### src/rtl/obstacle_scheduler.sv
// Obstacle spawn scheduler for the runner game.
// It counts frame ticks between obstacles and offers a registered descriptor to the renderer.
module obstacle_scheduler #(
    parameter int NUM_BITS = 8,
    parameter int MIN_GAP  = 8
) (
    input  logic                clk,
    input  logic                rst,
    input  logic                start,
    input  logic                game_over,
    input  logic                tick,
    input  logic [NUM_BITS-1:0] lfsr_data,
    output logic                lfsr_enable,
    output logic                spawn_valid,
    input  logic                spawn_ready,
    output logic [1:0]          spawn_type,
    output logic                bird_high,
    output logic [7:0]          spawn_count
);

    typedef enum logic [1:0] {
        IDLE  = 2'd0,
        RUN   = 2'd1,
        SPAWN = 2'd2,
        HALT  = 2'd3
    } state_t;

    localparam logic [5:0] MIN_GAP_W = 6'(MIN_GAP);

    state_t     state;
    state_t     state_next;
    logic [5:0] gap;
    logic [5:0] gap_next;
    logic [1:0] type_next;
    logic       bird_next;
    logic [7:0] count_next;
    logic       transfer;
    logic       unused_lfsr;

    assign transfer    = spawn_valid && spawn_ready;
    assign unused_lfsr = ^lfsr_data;

    // Status outputs are decoded from the next state so they are registered
    // yet still track the state exactly.
    always_ff @(posedge clk or posedge rst) begin
        if (rst) begin
            state       <= IDLE;
            gap         <= 6'd0;
            spawn_valid <= 1'b0;
            spawn_type  <= 2'b00;
            bird_high   <= 1'b0;
            spawn_count <= 8'd0;
            lfsr_enable <= 1'b0;
        end else begin
            state       <= state_next;
            gap         <= gap_next;
            spawn_valid <= (state_next == SPAWN);
            spawn_type  <= type_next;
            bird_high   <= bird_next;
            spawn_count <= count_next;
            lfsr_enable <= (state_next == RUN) || (state_next == SPAWN);
        end
    end

    always_comb begin
        state_next = state;
        case (state)
            IDLE, HALT: begin
                if (game_over)  state_next = HALT;
                else if (start) state_next = RUN;
            end
            RUN: begin
                if (game_over)                 state_next = HALT;
                else if (tick && gap == 6'd0)  state_next = SPAWN;
            end
            SPAWN: begin
                if (game_over)        state_next = HALT;
                else if (spawn_ready) state_next = RUN;
            end
            default: state_next = IDLE;
        endcase
    end

    // A transfer coinciding with game_over is still counted, but skips the gap reload.
    always_comb begin
        gap_next   = gap;
        type_next  = spawn_type;
        bird_next  = bird_high;
        count_next = spawn_count;
        case (state)
            IDLE, HALT: begin
                if (start && !game_over) begin
                    gap_next   = MIN_GAP_W;
                    count_next = 8'd0;
                end
            end
            RUN: begin
                if (!game_over && tick) begin
                    if (gap != 6'd0) begin
                        gap_next = gap - 6'd1;
                    end else begin
                        type_next = lfsr_data[1:0];
                        bird_next = (lfsr_data[1:0] == 2'b11) && lfsr_data[2];
                    end
                end
            end
            SPAWN: begin
                if (transfer) begin
                    if (spawn_count != 8'hFF) count_next = spawn_count + 8'd1;
                    if (!game_over) gap_next = MIN_GAP_W + {2'b00, lfsr_data[7:4]};
                end
            end
            default: begin
                gap_next = gap;
            end
        endcase
    end

endmodule

### config.mk
export PLATFORM = sky130hd
export DESIGN_NAME = obstacle_scheduler
export DESIGN_NICKNAME = d
export VERILOG_FILES = /design/src/rtl/obstacle_scheduler.sv
export SDC_FILE = /design/constraint.sdc
export NUM_CORES = 1
export LEC_CHECK = 0
export CAP_MARGIN = 15
export CORE_UTILIZATION = 66
export CTS_CLUSTER_DIAMETER = 150
export DETAILED_ROUTE_END_ITERATION = 8
export DONT_BUFFER_PORTS = 1
export PLACE_DENSITY = 0.78
export SLEW_MARGIN = 20
export SYNTH_ARGS = -nofsm -noshare
export SYNTH_HDL_FRONTEND = slang
export SYNTH_SLANG_ARGS = --single-unit
### constraint.sdc
create_clock -name clk -period 4.88 [get_ports clk]
set_input_delay 0.488 -clock clk [delete_from_list [all_inputs] [get_ports clk]]
set_output_delay 0.488 -clock clk [all_outputs]
set_load 0.02 [all_outputs]
==> impl_metrics.tcl, run 1 <==
set metrics [dict create \
    viasPerCell 6.55 \
    dp_cells 162 \
    antenna_cells 0 \
    cts-buffers-inserted 3 \
    ys_seq_area_frac 0.407 \
    cp_max_fo 16 \
    cpLargestDelayFamily "simple AND/OR/NAND/NOR gates" \
    fp.dieH_microns 46.2 \
    synth_cells 142 \
    min_path_type "input port to async pin" \
    grt_start_max_net_pins 22 \
    dp_hpwl_microns 1950 \
    fin_crit_sh 0.471 \
    layout_min_cycle_time_ns 2.30 \
    grt_pass1_vias 924 \
    leakagePower_uw 0.000574 \
    reg2reg_setup_slack_ns 2.58 \
    grt_pass1_wl_microns 4210 \
    coreArea_sq_um 1780 \
    grtUsageTotal 0.281 \
    synth_seq_cells 21 \
    max_stage_delay_ns 0.45 \
    pin_count 27 \
    cap_violations 0 \
    drt_pass1_iterations 4 \
    path_depth 6 \
    vias 1087 \
    synthTopCellsByCount "21 x dfrtp_1, 12 x nor2_1, 11 x o21ai_0, 10 x nand2_1" \
    synthesis.nets 161 \
    area_delta_synth_final_pct 2.91 \
    timing.rr.end "spawn_count[7]" \
    setup_slack_ns 2.58 \
    clk_pin_slew_worst_paths_ns 0.12 \
    synth_cell_types 42 \
    reg2reg_depth 6 \
    fin_cells 166 \
    dpl_cell_area_sq_um 1300 \
    worstPathArrival_ns 2.51 \
    drive_gt1_frac 0.0922 \
    critical_path_required_ns 5.09 \
    root_buffer "clkbuf_4" \
    ctsHoldBuffers 0 \
    skew_ns 0.0100 \
    initial_core_util 0.724 \
    cp_slowest_cell "dfrtp_1" \
    rr_startpoint "state[0]" \
    yosys_warnings 0 \
    synth_most_common_cell "dfrtp_1" \
    worst_pin_slew_ns 0.806 \
    peakVddDrop_mv 0.328 \
    cts_tree "done" \
    relSlewSlack 0.462 \
    antenna_found_initial 0 \
    rsz0062_at_grt "false" \
    die_width_microns 46.2 \
    design_area_sq_um 1330 \
    path_class "register to register" \
    synth_top_area_cell "dfrtp_1" \
    clk_path_buf_depth 2 \
    post_cts_resized 0 \
    place_ws_ns 2.63 \
    drt_iter0_markers 25 \
    setup_violations 0 \
    htree_levels 1 \
    routedWlPerCell_microns 16.3 \
    ant_nets 0 \
    synth_area_sq_um 1290 \
    synth_area_leaders "dfrtp_1 41%, ha_1 4.8%, o21ai_0 4.3%" \
    place_congestion 0.877 \
    clkLatencyLatePin_ns 0.31 \
    drc 0 \
    powerDensity_nw_per_um2 636 \
    avgSynthCellArea_sq_um 9.09 \
    async_reset_ff_frac 1.00 \
    nets 161 \
    totalWireLength_microns 2710 \
    postCtsSetupRepairBufs 0 \
    synth_top_area_share 0.407 \
    port_buffers 0 \
    cp_cell_sequence "inv_1 -> ha_1 -> and4_1 -> o2bb2ai_1 -> nor4_1 -> mux2_2" \
    synth_ff_type "dfrtp_1" \
    synth_edf_count 0 \
    startpoint_type "register" \
    cts.sinks 21 \
    die_area_sq_um 2140 \
    slew_viol_final 0 \
    path_buf_inv 1 \
    fp-row-count 15 \
    cp-end-kind "register" \
    status "completed" \
    overflow 0 \
    finalHoldViolations 0 \
    max_freq_mhz 435 \
    setup_tns_ns 0 \
]
## cell type report
class                      count  area [sq um]
multi-input combinational    107           712
sequential                    21           526
fill                         138           454
inverter                       9          33.8
tap                           25          31.3
clock buffer                   4          26.3
## registers in the layout (all words and copies together), names as in the netlist
register     cells
lfsr_enable      1
gap              6
bird_high        1
spawn_type       2
state            2
spawn_valid      1
spawn_count      8
## how the worst max path moves through the flow
| stage | startpoint | endpoint | slack, ns |
|---|---|---|---|
| finish | state[0] | spawn_count[7] | 2.58 |
| global route | state[0] | spawn_count[7] | 2.46 |
| CTS | state[0] | spawn_count[7] | 2.60 |
| detailed placement | state[0] | spawn_count[7] | 2.63 |
| global placement | state[0] | spawn_count[7] | 2.69 |
| floorplan | spawn_count[0] | spawn_count[7] | 2.95 |
## cell usage in the layout, fill, tap and decap left out, types with 4 or more instances in the layout
master	n
o21ai_0	11
nand3_1	4
nor2_1	12
ha_1	5
nand2b_1	5
inv_1	9
a21oi_1	9
a31oi_1	4
mux2_2	4
o31ai_1	7
dfrtp_1	21
nand2_1	10
## where the power goes
group          switching, uW  internal, uW
registers               83.9           228
logic                    271           176
clock network           53.3          31.9
total                    408           437
## metal layers
layer  wire [microns]  track usage  vias up
met5                0            0        -
li1                 -            -      523
met1             1230        0.365      522
met2             1320        0.451       38
met4               40        0.129        0
met3              118       0.0510        4
## per-stage QoR
stage,hold slack (ns),util,total power [uW]
3_5_place_dp,0.553,0.731,759
2_1_floorplan,0.465,-,668
6_report,0.208,0.745,845
5_1_grt,0.281,0.745,911
3_3_place_gp,0.529,0.731,730
4_1_cts,0.235,0.745,844
## logic make-up after synthesis
family | count (synthesis) | share of synthesized area
and+or+nand+nor | 53 | 0.235
AOI/OAI and AO/OA | 43 | 0.218
DFF | 21 | 0.407
buffers and inverters | 14 | 0.0417
muxes | 6 | 0.0504
adders and majority gates | 5 | 0.0484
## worst reg2reg max path, stage by stage (launching register included)
cell       delay, ns
dfrtp_1         0.45
inv_1           0.07
ha_1            0.39
and4_1          0.27
o2bb2ai_1       0.26
nor4_1          0.39
mux2_2          0.37
Note: power is estimated with default switching activity, not from simulation.
==> inputs of run 2 (changes only) <==
Settings changed: CORE_UTILIZATION 66 to 61, PLACE_DENSITY 0.78 to 0.73.
Clock period 4.88 ns to 2.3 ns, I/O delays scaled along.
==> impl_metrics.tcl, run 2 (synthesized netlist as in run 1, its figures left out) <==
set metrics [dict create \
    totalWireLength_microns 2740 \
    cp_cell_sequence "inv_1 -> ha_1 -> and4_1 -> o2bb2ai_1 -> nor4_1 -> mux2_2" \
    max_freq_mhz 478 \
    cpLargestDelayFamily "simple AND/OR/NAND/NOR gates" \
    post_cts_resized 0 \
    skew_ns 0.00201 \
    path_buf_inv 1 \
    path_class "register to register" \
    ant_nets 0 \
    slew_viol_final 0 \
    startpoint_type "register" \
    cts_tree "done" \
    setup_tns_ns 0 \
    viasPerCell 6.43 \
    cp-end-kind "register" \
    cts.sinks 21 \
    drt_iter0_markers 41 \
    fp-row-count 16 \
    clkLatencyLatePin_ns 0.30 \
    cts-buffers-inserted 3 \
    place_congestion 0.856 \
    min_path_type "input port to register" \
    final_util 0.707 \
    largest_reg_flops 8 \
    grt_pass1_vias 955 \
    powerDensity_nw_per_um2 1350 \
    drt_pass1_iterations 4 \
    fin_crit_sh 0.909 \
    reg_top3 "spawn_count x8, gap x6" \
    layout_min_cycle_time_ns 2.09 \
    peakVddDrop_mv 0.788 \
    fp.dieH_microns 48.0 \
    initial_core_util 0.652 \
    max_stage_delay_ns 0.46 \
    htree_levels 1 \
    setup_violations 0 \
    final_common_cell "dfrtp_1" \
    antenna_found_initial 0 \
    drc 0 \
    cp_max_fo 10 \
    grt_pass1_wl_microns 4110 \
    cp_slowest_cell "dfrtp_1" \
    cap_violations 0 \
    pin_count 27 \
    top_register "spawn_count" \
    root_buffer "clkbuf_4" \
    die_width_microns 48.0 \
    finalHoldViolations 0 \
    nets 170 \
    antenna_cells 0 \
    clk_path_buf_depth 2 \
    rsz0062_at_grt "false" \
    routedWlPerCell_microns 15.5 \
    critical_path_required_ns 2.50 \
    area_delta_synth_final_pct 8.53 \
    overflow 0 \
    worstPathArrival_ns 2.29 \
    status "completed" \
    die_area_sq_um 2300 \
    dp_hpwl_microns 2040 \
    vias 1138 \
    port_buffers 0 \
    final_cell_mix "21 x dfrtp_1, 12 x nor2_1, 11 x o21ai_0" \
    relSlewSlack 0.456 \
    drive_gt1_frac 0.140 \
    clk_pin_slew_worst_paths_ns 0.12 \
    leakagePower_uw 0.000619 \
    holdWs_ns 0.0701 \
    worst_pin_slew_ns 0.815 \
    grt_start_max_net_pins 22 \
    grtUsageTotal 0.253 \
    coreArea_sq_um 1980 \
]
## run 2: cell count changes in the layout (fill, tap and decap cells not counted), sizes merged
cell         previous run  this run
buf                     0         8
dlygate4sd3             0         1
## run 2: worst paths after layout
path                                   start        endpoint  slack, ns  cells after the start
worst max-delay path                state[0]  spawn_count[7]       0.21                      6
worst min-delay path            lfsr_data[1]   spawn_type[1]       0.07                      1
worst max register to register      state[0]  spawn_count[7]       0.21                      6
worst min register to register        gap[5]          gap[5]       0.57                      1
max in group asynchronous                rst        state[1]       1.28                      2
min in group asynchronous                rst  spawn_count[2]       0.52                      2
## run 2: what timing repair did
action / 4_1_cts / 5_1_grt
hold buffers: 1 / 0
buffers inserted: 0 / 0
endpoints found under the hold margin: 21 / 0
## run 2: cell type report
type / count / area [sq um]
fillers: 160 / 581
inverters: 9 / 33.8
flip-flops and latches: 21 / 526
repair buffers: 9 / 70.1
well taps: 27 / 33.8
multi-input cells: 107 / 712
clock buffers: 4 / 26.3
## run 2: worst reg2reg max path, stage by stage (launching register included)
cell,delay (ns)
dfrtp_1,0.46
inv_1,0.07
ha_1,0.32
and4_1,0.23
o2bb2ai_1,0.22
nor4_1,0.33
mux2_2,0.36
## run 2: report_power, final
group | total [uW] | leakage [uW] | switching (uW) | internal (uW)
registers | 634 | 0.000277 | 149 | 485
clock network | 179 | 0.0000150 | 111 | 67.5
logic | 1070 | 0.000328 | 618 | 456
## run 2: per-layer routing
metal	up-vias	wire (microns)	GRT usage
met5	-	0	0
met4	0	9	0.0500
met3	3	188	0.0528
met2	55	1250	0.411
met1	542	1290	0.348
li1	538	-	-
## run 2: per-stage QoR
stage	worst slack, ns	instances	total power (uW)	cell area [sq um]
2_1_floorplan	0.373	142	1420	1290
3_3_place_gp	0.276	172	1650	1370
3_5_place_dp	0.225	172	1700	1370
4_1_cts	0.206	177	1880	1400
5_1_grt	0.0777	177	2020	1400
6_report	0.210	177	1890	1400
